**src/rtl/rf_wb_pkg.sv**
```systemverilog
// Shared types and defaults for the register-bank writeback arbiter.
// Writeback request payload plus the round-robin pointer helper.
package rf_wb_pkg;

  localparam int N_REQ_DEF      = 3;
  localparam int INDEX_SIZE_DEF = 4;
  localparam int WIDTH_DEF      = 32;

  typedef struct packed {
    logic [INDEX_SIZE_DEF-1:0] rd;
    logic [WIDTH_DEF-1:0]      data;
  } wb_req_t;

  // Pointer value that gives the requester after idx first priority.
  function automatic int rr_next(input int idx, input int n);
    return (idx == n - 1) ? 0 : idx + 1;
  endfunction

endpackage

```
**src/rtl/regfile_wb_arbiter_rr.sv**
```systemverilog
// Combinational round-robin picker: first requester at or after ptr, wrapping N-1 -> 0.
module rr_arbiter
  import rf_wb_pkg::*;
#(
  parameter int N  = N_REQ_DEF,
  parameter int PW = 2
) (
  input  logic [N-1:0]  req,
  input  logic [PW-1:0] ptr,
  output logic [N-1:0]  win
);

  logic          found;
  logic [PW-1:0] idx;

  always_comb begin
    win   = '0;
    found = 1'b0;
    idx   = '0;
    for (int k = 0; k < N; k++) begin
      idx = PW'((int'(ptr) + k) % N);
      if (!found && req[idx]) begin
        win[idx] = 1'b1;
        found    = 1'b1;
      end
    end
  end

endmodule

```
**src/rtl/regfile_wb_arbiter.sv**
```systemverilog
// Shares the register bank's single write port among N_REQ writeback sources via
// one-entry holding slots, a round-robin pick and a registered bank write.
module regfile_wb_arbiter
  import rf_wb_pkg::*;
#(
  parameter int N_REQ      = N_REQ_DEF,
  parameter int INDEX_SIZE = INDEX_SIZE_DEF,
  parameter int WIDTH      = WIDTH_DEF
) (
  input  logic                                  clk,
  input  logic                                  rst,
  input  logic [N_REQ-1:0]                      req_valid,
  input  logic [N_REQ-1:0][INDEX_SIZE-1:0]      req_rd,
  input  logic [N_REQ-1:0][WIDTH-1:0]           req_data,
  output logic [N_REQ-1:0]                      req_ready,
  output logic                                  we_o,
  output logic [INDEX_SIZE-1:0]                 rd_o,
  output logic [WIDTH-1:0]                      wd_o,
  output logic [N_REQ-1:0]                      grant_o,
  output logic [2**INDEX_SIZE-1:0]              pending_o
);

  localparam int PW = (N_REQ > 1) ? $clog2(N_REQ) : 1;

  typedef struct packed {
    logic [INDEX_SIZE-1:0] rd;
    logic [WIDTH-1:0]      data;
  } slot_t;

  logic [N_REQ-1:0] hold_valid;
  logic [N_REQ-1:0] win;
  logic [N_REQ-1:0] keep;
  slot_t            hold [N_REQ];
  logic [PW-1:0]    ptr;
  logic [PW-1:0]    win_idx;
  slot_t            win_slot;

  rr_arbiter #(.N(N_REQ), .PW(PW)) u_arb (
    .req (hold_valid),
    .ptr (ptr),
    .win (win)
  );

  // A slot being drained this edge can take a new entry on the same edge.
  assign req_ready = ~hold_valid | win;

  // Writes to register 0 finish the handshake but never occupy a slot.
  always_comb begin
    keep = '0;
    for (int i = 0; i < N_REQ; i++) begin
      keep[i] = req_valid[i] & req_ready[i] & (req_rd[i] != '0);
    end
  end

  always_comb begin
    win_idx  = '0;
    win_slot = '0;
    for (int i = 0; i < N_REQ; i++) begin
      if (win[i]) begin
        win_idx  = PW'(i);
        win_slot = hold[i];
      end
    end
  end

  always_ff @(posedge clk) begin
    for (int i = 0; i < N_REQ; i++) begin
      if (keep[i]) begin
        hold[i] <= '{rd: req_rd[i], data: req_data[i]};
      end
    end
  end

  always_ff @(posedge clk or posedge rst) begin
    if (rst) begin
      hold_valid <= '0;
      ptr        <= '0;
      we_o       <= 1'b0;
      rd_o       <= '0;
      wd_o       <= '0;
      grant_o    <= '0;
    end else begin
      hold_valid <= (hold_valid & ~win) | keep;
      if (|hold_valid) begin
        we_o    <= 1'b1;
        rd_o    <= win_slot.rd;
        wd_o    <= win_slot.data;
        grant_o <= win;
        ptr     <= PW'(rr_next(int'(win_idx), N_REQ));
      end else begin
        we_o    <= 1'b0;
        grant_o <= '0;
      end
    end
  end

  always_comb begin
    pending_o = '0;
    for (int i = 0; i < N_REQ; i++) begin
      if (hold_valid[i]) begin
        pending_o[hold[i].rd] = 1'b1;
      end
    end
    if (we_o) begin
      pending_o[rd_o] = 1'b1;
    end
  end

endmodule

```
**config.mk**
```make
export PLATFORM = sky130hd
export DESIGN_NAME = regfile_wb_arbiter
export DESIGN_NICKNAME = d
export VERILOG_FILES = /design/src/rtl/rf_wb_pkg.sv /design/src/rtl/regfile_wb_arbiter_rr.sv /design/src/rtl/regfile_wb_arbiter.sv
export SDC_FILE = /design/constraint.sdc
export NUM_CORES = 1
export LEC_CHECK = 0
export ABC_AREA = 1
export BUFFER_PORTS_ARGS = -buffer_cell sky130_fd_sc_hd__buf_2
export CAP_MARGIN = 30
export CORE_ASPECT_RATIO = 1.75
export CORE_UTILIZATION = 45
export CTS_BUF_LIST = sky130_fd_sc_hd__clkbuf_8
export DETAILED_ROUTE_END_ITERATION = 8
export GPL_TIMING_DRIVEN = 0
export PLACE_DENSITY = 0.72
export REMOVE_ABC_BUFFERS = 1
export SYNTH_ARGS = -nofsm -noshare
export SYNTH_HDL_FRONTEND = slang
export SYNTH_SLANG_ARGS = --single-unit
export TNS_END_PERCENT = 5
```
**constraint.sdc**
```tcl
create_clock -name clk -period 2.71 [get_ports clk]
set_clock_uncertainty 0.2 [all_clocks]
set_input_delay 0 -clock clk [delete_from_list [all_inputs] [get_ports clk]]
set_output_delay 0 -clock clk [all_outputs]
set_load 0.02 [all_outputs]
```
==> results.py, run 1 <==
metrics = {
    "sta": {
        "fin_crit_ps": 2570,
        "drv_slew": 0,
        "hold_viol": 0,
        "worst_slack_ps": 142,
        "finalSetupViolCount": 0,
        "worst_hold_slack_ps": 60.0,
        "rsz0062_at_grt": "false",
        "fin_crit_sh_pct": 94.8,
        "slew_headroom_pct": 49.7,
        "max_freq_ghz": 0.389,
        "worstMarginPinSlew_ps": 749,
    },
    "logic_synthesis": {
        "syn_avg_cell_area_um2": 10.7,
        "yosysTopAreaCell": "edfxtp_1",
        "netlist_instances": 617,
        "synthTopCellsByArea": "edfxtp_1 49%, dfrtp_1 17%, nand2_1 11%, nand3_1 4.2%, a21oi_1 2.9%",
        "seq_area_frac_synth_pct": 66.3,
        "synth_cell_type_count": 37,
        "synth_area_um2": 6590,
        "synth_top_cell_area_share_pct": 49.2,
        "yosys_warnings": 0,
        "ys_ff_latch": 153,
    },
    "pwr": {
        "power_density_nw_per_um2": 1390,
        "p_int_mw": 6.93,
        "p_switching_mw": 6.26,
        "p_comb_share_pct": 55.3,
        "switching_share_pct": 47.5,
        "power_leakage_nw": 4.20,
        "clkPwrFrac_pct": 13.6,
        "pwr-share-seq_pct": 31.1,
        "p_total_mw": 13.2,
        "max-vdd-ir-drop_uv": 990,
    },
    "grt": {
        "overflow": 0,
        "antenna_found_initial": 1,
        "grt_pass1_vias": 5996,
        "grt_max_degree": 38,
        "grt_pass1_wl_um": 29600,
        "grt_use_total_pct": 26.6,
    },
    "route": {
        "wire_per_inst_um": 17.7,
        "antenna_left": 0,
        "vias": 5828,
        "wirelength_um": 19600,
        "viasPerCell": 5.26,
        "drtPass1Iterations": 5,
        "drc": 0,
        "initialDrtViolationCount": 347,
    },
    "hold_path": {
        "min_from": "req_data[69]",
        "min_delay_path_depth": 2,
        "hold_path.class": "input port to flop",
        "min_to": "hold[0][77]",
    },
    "cts": {
        "cts.sinks": 153,
        "cts_buffers": 17,
        "path_clk_slew_ps": 100,
        "clk_path_buf_depth": 2,
        "cts_tree": "done",
        "htreeDepth": 4,
        "root_buffer": "clkbuf_8",
        "clk_latency_ps": 440,
    },
    "floorplanning": {
        "ioPinCount": 172,
        "placementRows": 58,
        "dieArea_um2": 15100,
        "die_height_um": 162,
        "die_x_um": 93.5,
        "initial_core_util_pct": 45.8,
        "design.core.area_um2": 14400,
    },
    "final_layout": {
        "layout_common_cells": "184 x nand2_1, 170 x buf_2, 113 x dlygate4sd3_1",
        "layout.nets": 1030,
        "fillers": 1057,
        "drive_above_1_share_pct": 27.0,
        "mostFrequentLayoutCell": "nand2_1",
        "fin_area_um2": 9480,
        "syn_to_final_growth_pct": 44.0,
    },
    "placed_design": {
        "placed_area_um2": 7660,
        "port_buffers": 171,
        "dpl_worst_slack_ps": -1080,
        "place.gp.congestion": 1.05,
        "dp_hpwl_um": 11100,
    },
    "worst_setup_path": {
        "path_max_fanout": 36,
        "r2r_start": "ptr[0]",
        "start_kind": "flop",
        "endpoint_kind": "flop",
        "r2r_slack_ps": 140,
        "crit_required_ps": 2610,
        "worstSetupPathType": "flop to flop",
        "cp.arrival_ps": 2460,
        "rr_endpoint": "hold[0][57]",
        "worst_r2r_path_depth": 13,
    },
    "outcome": {
        "status": "finished, final reports clean",
    },
    "flow_run": {
        "cap_violations": 0,
    },
}
==> final cells by class <==
| class | instances | area, um2 | area share (%) |
|---|---|---|---|
| repair buffers | 301 | 2210 | 23.3 |
| inverters | 44 | 220 | 2.32 |
| multi-input cells | 394 | 2000 | 21.1 |
| well taps | 180 | 225 | 2.37 |
| flip-flops and latches | 153 | 4370 | 46.1 |
| diodes | 2 | 5.00 | 0.0528 |
| clock inverters | 14 | 179 | 1.89 |
| clock buffers | 18 | 248 | 2.61 |
| repair inverters | 2 | 20.0 | 0.211 |
==> flip-flops by register name, summed over array words and instances (netlist names) <==
register    flops
ptr             2
rd_o            4
wd_o           32
we_o            1
hold_valid      3
grant_o         3
hold          108
==> power by group through the flow <==
stage                     sequential (mW)  clock (mW)  combinational, mW
after floorplan                      4.38           0               3.77
after global placement               4.03           0               5.44
after detailed placement             4.12           0               6.38
after CTS                            4.07        1.84               7.00
after global routing                 4.19        1.92               7.99
final                                4.10        1.80               7.29
==> synth_stat cells <==
cell type  number
o311ai_0        1
o22ai_1         1
o211ai_1        1
buf_6           1
buf_2          10
o32a_1          1
a221o_1         1
ha_1            4
clkinv_1        1
nand2_2         3
a21oi_1        38
nand2_1       186
nand3_1        55
nor2_4          1
dfrtp_1        45
edfxtp_1      108
a22oi_1         4
a32oi_1         1
o2111ai_1       1
a211oi_1        1
o221ai_1        9
o21ai_1         1
nor4_1          1
nand3b_1        1
or2_0          29
a31oi_1         6
nor2_1         28
nand4_1         6
nor3_1          5
inv_2           5
a21oi_2         2
o41a_1          3
nand3_2         1
inv_1          38
buf_4           8
or2_1           3
clkbuf_1        7
==> per-stage QoR <==
stage	TNS (ps)	utilization, %	instances
2_1_floorplan	-99970	-	591
3_3_place_gp	-294920	52.3	942
3_5_place_dp	-67640	53.3	949
4_1_cts	-39.9	65.2	1100
5_1_grt	0	66.0	1107
6_report	0	66.0	1108
==> timing repair <==
action / in CTS / in global routing
hold endpoints to repair: 156 / 0
gates resized for setup: 23 / 16
pin swaps: 2 / 3
setup endpoints to repair: 144 / 110
setup buffers: 3 / 6
hold buffers: 113 / 0
gates cloned: 3 / 0
==> logic make-up (layout without fill, tap and decap cells) <==
kind of cell | count (synthesis) | count (layout) | synth area share, %
adder cells (fa/ha/maj) | 4 | 4 | 0.760
AND/OR/NAND/NOR | 319 | 319 | 21.2
flip-flops | 153 | 153 | 66.3
other | 0 | 2 | 0
AO/OA/AOI/OAI | 71 | 71 | 6.99
buffers and inverters | 70 | 379 | 4.75
==> per-layer routing <==
layer / vias to the layer above / routed length, um / global-route usage (%)
met2: 320 / 10500 / 47.5
met5: - / 0 / 0
met4: 0 / 1050 / 18.3
met1: 2733 / 6890 / 27.6
li1: 2704 / - / -
met3: 71 / 1230 / 5.06
==> worst max-delay path by stage <==
stage | from | endpoint | slack (ps)
2_1_floorplan | ptr[0] | hold[0][36] | -1370
4_1_cts | ptr[1] | req_ready[2] | -40
6_report | ptr[0] | hold[0][57] | 140
3_3_place_gp | ptr[0] | hold[0][64] | -2860
3_5_place_dp | ptr[0] | hold[0][99] | -1080
5_1_grt | ptr[0] | req_ready[2] | 4
==> critical path, cell delays in order, from the launching register on <==
cell and delay, ps:
dfrtp_1 410, inv_2 100, ha_4 220, inv_1 100, nand2_1 60, nand3_1 100
nand2_2 110, nor2_4 120, nand2_1 90, nand2_1 110, nor2_4 40, nand2_1 90
nand2_1 140, inv_6 320
Note: power is estimated with default switching activity, not from simulation.
==> inputs of run 2 (changes only) <==
CORE_ASPECT_RATIO = 2   (was 1.75)
==> results.py, run 2 (same netlist as run 1, synthesis figures left out) <==
metrics = {
    "outcome": {
        "status": "finished, final reports clean",
    },
    "floorplanning": {
        "placementRows": 62,
        "die_height_um": 173,
        "die_x_um": 87.6,
        "ioPinCount": 172,
        "design.core.area_um2": 14400,
        "dieArea_um2": 15200,
        "initial_core_util_pct": 45.9,
    },
    "worst_setup_path": {
        "r2r_start": "hold_valid[2]",
        "path_depth": 8,
        "r2r_slack_ps": 70,
        "crit_path_top_delay_cell": "dfrtp_1",
        "crit_buf_inv": 1,
        "cp_top_family": "simple AND/OR/NAND/NOR gates",
        "start_kind": "flop",
        "crit_path_start": "hold_valid[2]",
        "rr_endpoint": "rd_o[2]",
        "crit_path_max_incr_delay_ps": 700,
        "crit_required_ps": 2510,
        "worst_r2r_path_depth": 12,
        "cp.arrival_ps": 2440,
        "worstSetupPathType": "flop to output port",
        "path_cells": "nand3_1 -> nand2_2 -> nor2_4 -> nand2_1 -> nand2_1 -> nor2_4 -> nand2_2 -> buf_2",
        "endpoint_kind": "output port",
        "endpoint": "req_ready[1]",
        "path_max_fanout": 13,
    },
    "final_layout": {
        "drive_above_1_share_pct": 26.6,
        "fillers": 1069,
        "fin_area_um2": 9450,
        "layout.nets": 1028,
        "top_register": "hold",
        "largestRegisters": "hold (108), wd_o (32), rd_o (4)",
        "largest_reg_flops": 108,
        "fin_util_pct": 65.9,
        "n_antenna_cell": 0,
        "mostFrequentLayoutCell": "nand2_1",
        "syn_to_final_growth_pct": 43.5,
        "layout_common_cells": "182 x nand2_1, 170 x buf_2, 113 x dlygate4sd3_1",
    },
    "grt": {
        "grt_pass1_wl_um": 30800,
        "overflow": 0,
        "grt_use_total_pct": 28.2,
        "grt_max_degree": 38,
        "grt_pass1_vias": 5958,
        "antenna_found_initial": 0,
    },
    "pwr": {
        "power_density_nw_per_um2": 1400,
        "p_comb_share_pct": 56.4,
        "p_total_mw": 13.3,
        "p_switching_mw": 6.41,
        "switching_share_pct": 48.4,
        "clkPwrFrac_pct": 12.8,
        "p_int_mw": 6.84,
        "power_leakage_nw": 4.19,
        "pwr-share-seq_pct": 30.9,
        "max-vdd-ir-drop_uv": 662,
    },
    "route": {
        "viasPerCell": 5.22,
        "drc": 0,
        "wire_per_inst_um": 18.5,
        "vias": 5827,
        "drtPass1Iterations": 5,
        "wirelength_um": 20700,
        "initialDrtViolationCount": 422,
        "antenna_left": 0,
    },
    "cts": {
        "path_clk_slew_ps": 100,
        "clk_latency_ps": 440,
        "cts_tree": "done",
        "root_buffer": "clkbuf_8",
        "cts.sinks": 153,
        "cts_buffers": 17,
        "htreeDepth": 4,
        "clk_path_buf_depth": 2,
    },
    "sta": {
        "setup_tns_ps": 0,
        "fin_crit_sh_pct": 97.6,
        "drv_slew": 0,
        "finalSetupViolCount": 0,
        "hold_viol": 0,
        "rsz0062_at_grt": "true",
        "max_freq_ghz": 0.378,
        "fin_crit_ps": 2640,
        "worstMarginPinSlew_ps": 768,
        "slew_headroom_pct": 48.5,
    },
    "placed_design": {
        "dp_hpwl_um": 12000,
        "placed_area_um2": 7680,
        "port_buffers": 171,
        "place.gp.congestion": 1.01,
    },
    "hold_path": {
        "min_delay_path_depth": 2,
        "hold_path.class": "input port to flop",
    },
    "flow_run": {
        "cap_violations": 0,
    },
}
-- run 2: final cells by class --
class	count	area (um2)	area share, %
flip-flops and latches	153	4370	46.2
repair buffers	298	2220	23.4
multi-input cells	394	1990	21.0
well taps	192	240	2.54
clock buffers	17	234	2.48
inverters	44	215	2.28
clock inverters	15	153	1.61
repair inverters	3	36.3	0.384
-- run 2: repair_timing --
action                                 4_1_cts  5_1_grt
buffers inserted                             2        5
hold buffers                               113        0
setup endpoints to repair                  148      150
gates resized for setup                     16       29
cloned                                       1        2
endpoints found under the hold margin      156        0
pin swaps                                    1        3
-- run 2: how the worst min path moves through the flow --
| stage | from | end | slack (ps) |
|---|---|---|---|
| after detailed placement | rst | wd_o[24] | -160 |
| after CTS | req_data[49] | hold[0][53] | 30 |
| after floorplan | req_data[0] | hold[0][0] | -100 |
| after global routing | req_data[36] | hold[0][40] | 30 |
| final | req_data[36] | hold[0][40] | 60 |
| after global placement | req_data[21] | hold[0][21] | -20 |
-- run 2: through the flow --
step                      hold WS (ps)  std cells  worst slack (ps)
after floorplan                   -101        591             -1370
after global placement           -22.9        954             -3020
after detailed placement          -162        961             -1120
after CTS                         34.0       1109              -184
after global routing              27.3       1116             -83.1
final                             59.0       1116              65.9
-- run 2: power groups by stage --
stage / Sequential (mW) / Combinational (mW) / Clock (mW)
final: 4.09 / 7.47 / 1.69
after global routing: 4.18 / 8.20 / 1.82
after CTS: 4.07 / 6.83 / 1.71
after detailed placement: 4.13 / 6.48 / 0
after global placement: 4.04 / 5.48 / 0
after floorplan: 4.38 / 3.77 / 0
-- run 2: routing by layer --
| metal | track usage [%] | routed length (um) | vias to the layer above |
|---|---|---|---|
| met5 | 0 | 0 | - |
| met4 | 18.4 | 1100 | 0 |
| met3 | 5.97 | 1160 | 68 |
| met2 | 49.1 | 11400 | 282 |
| met1 | 29.7 | 7080 | 2771 |
| li1 | - | - | 2706 |
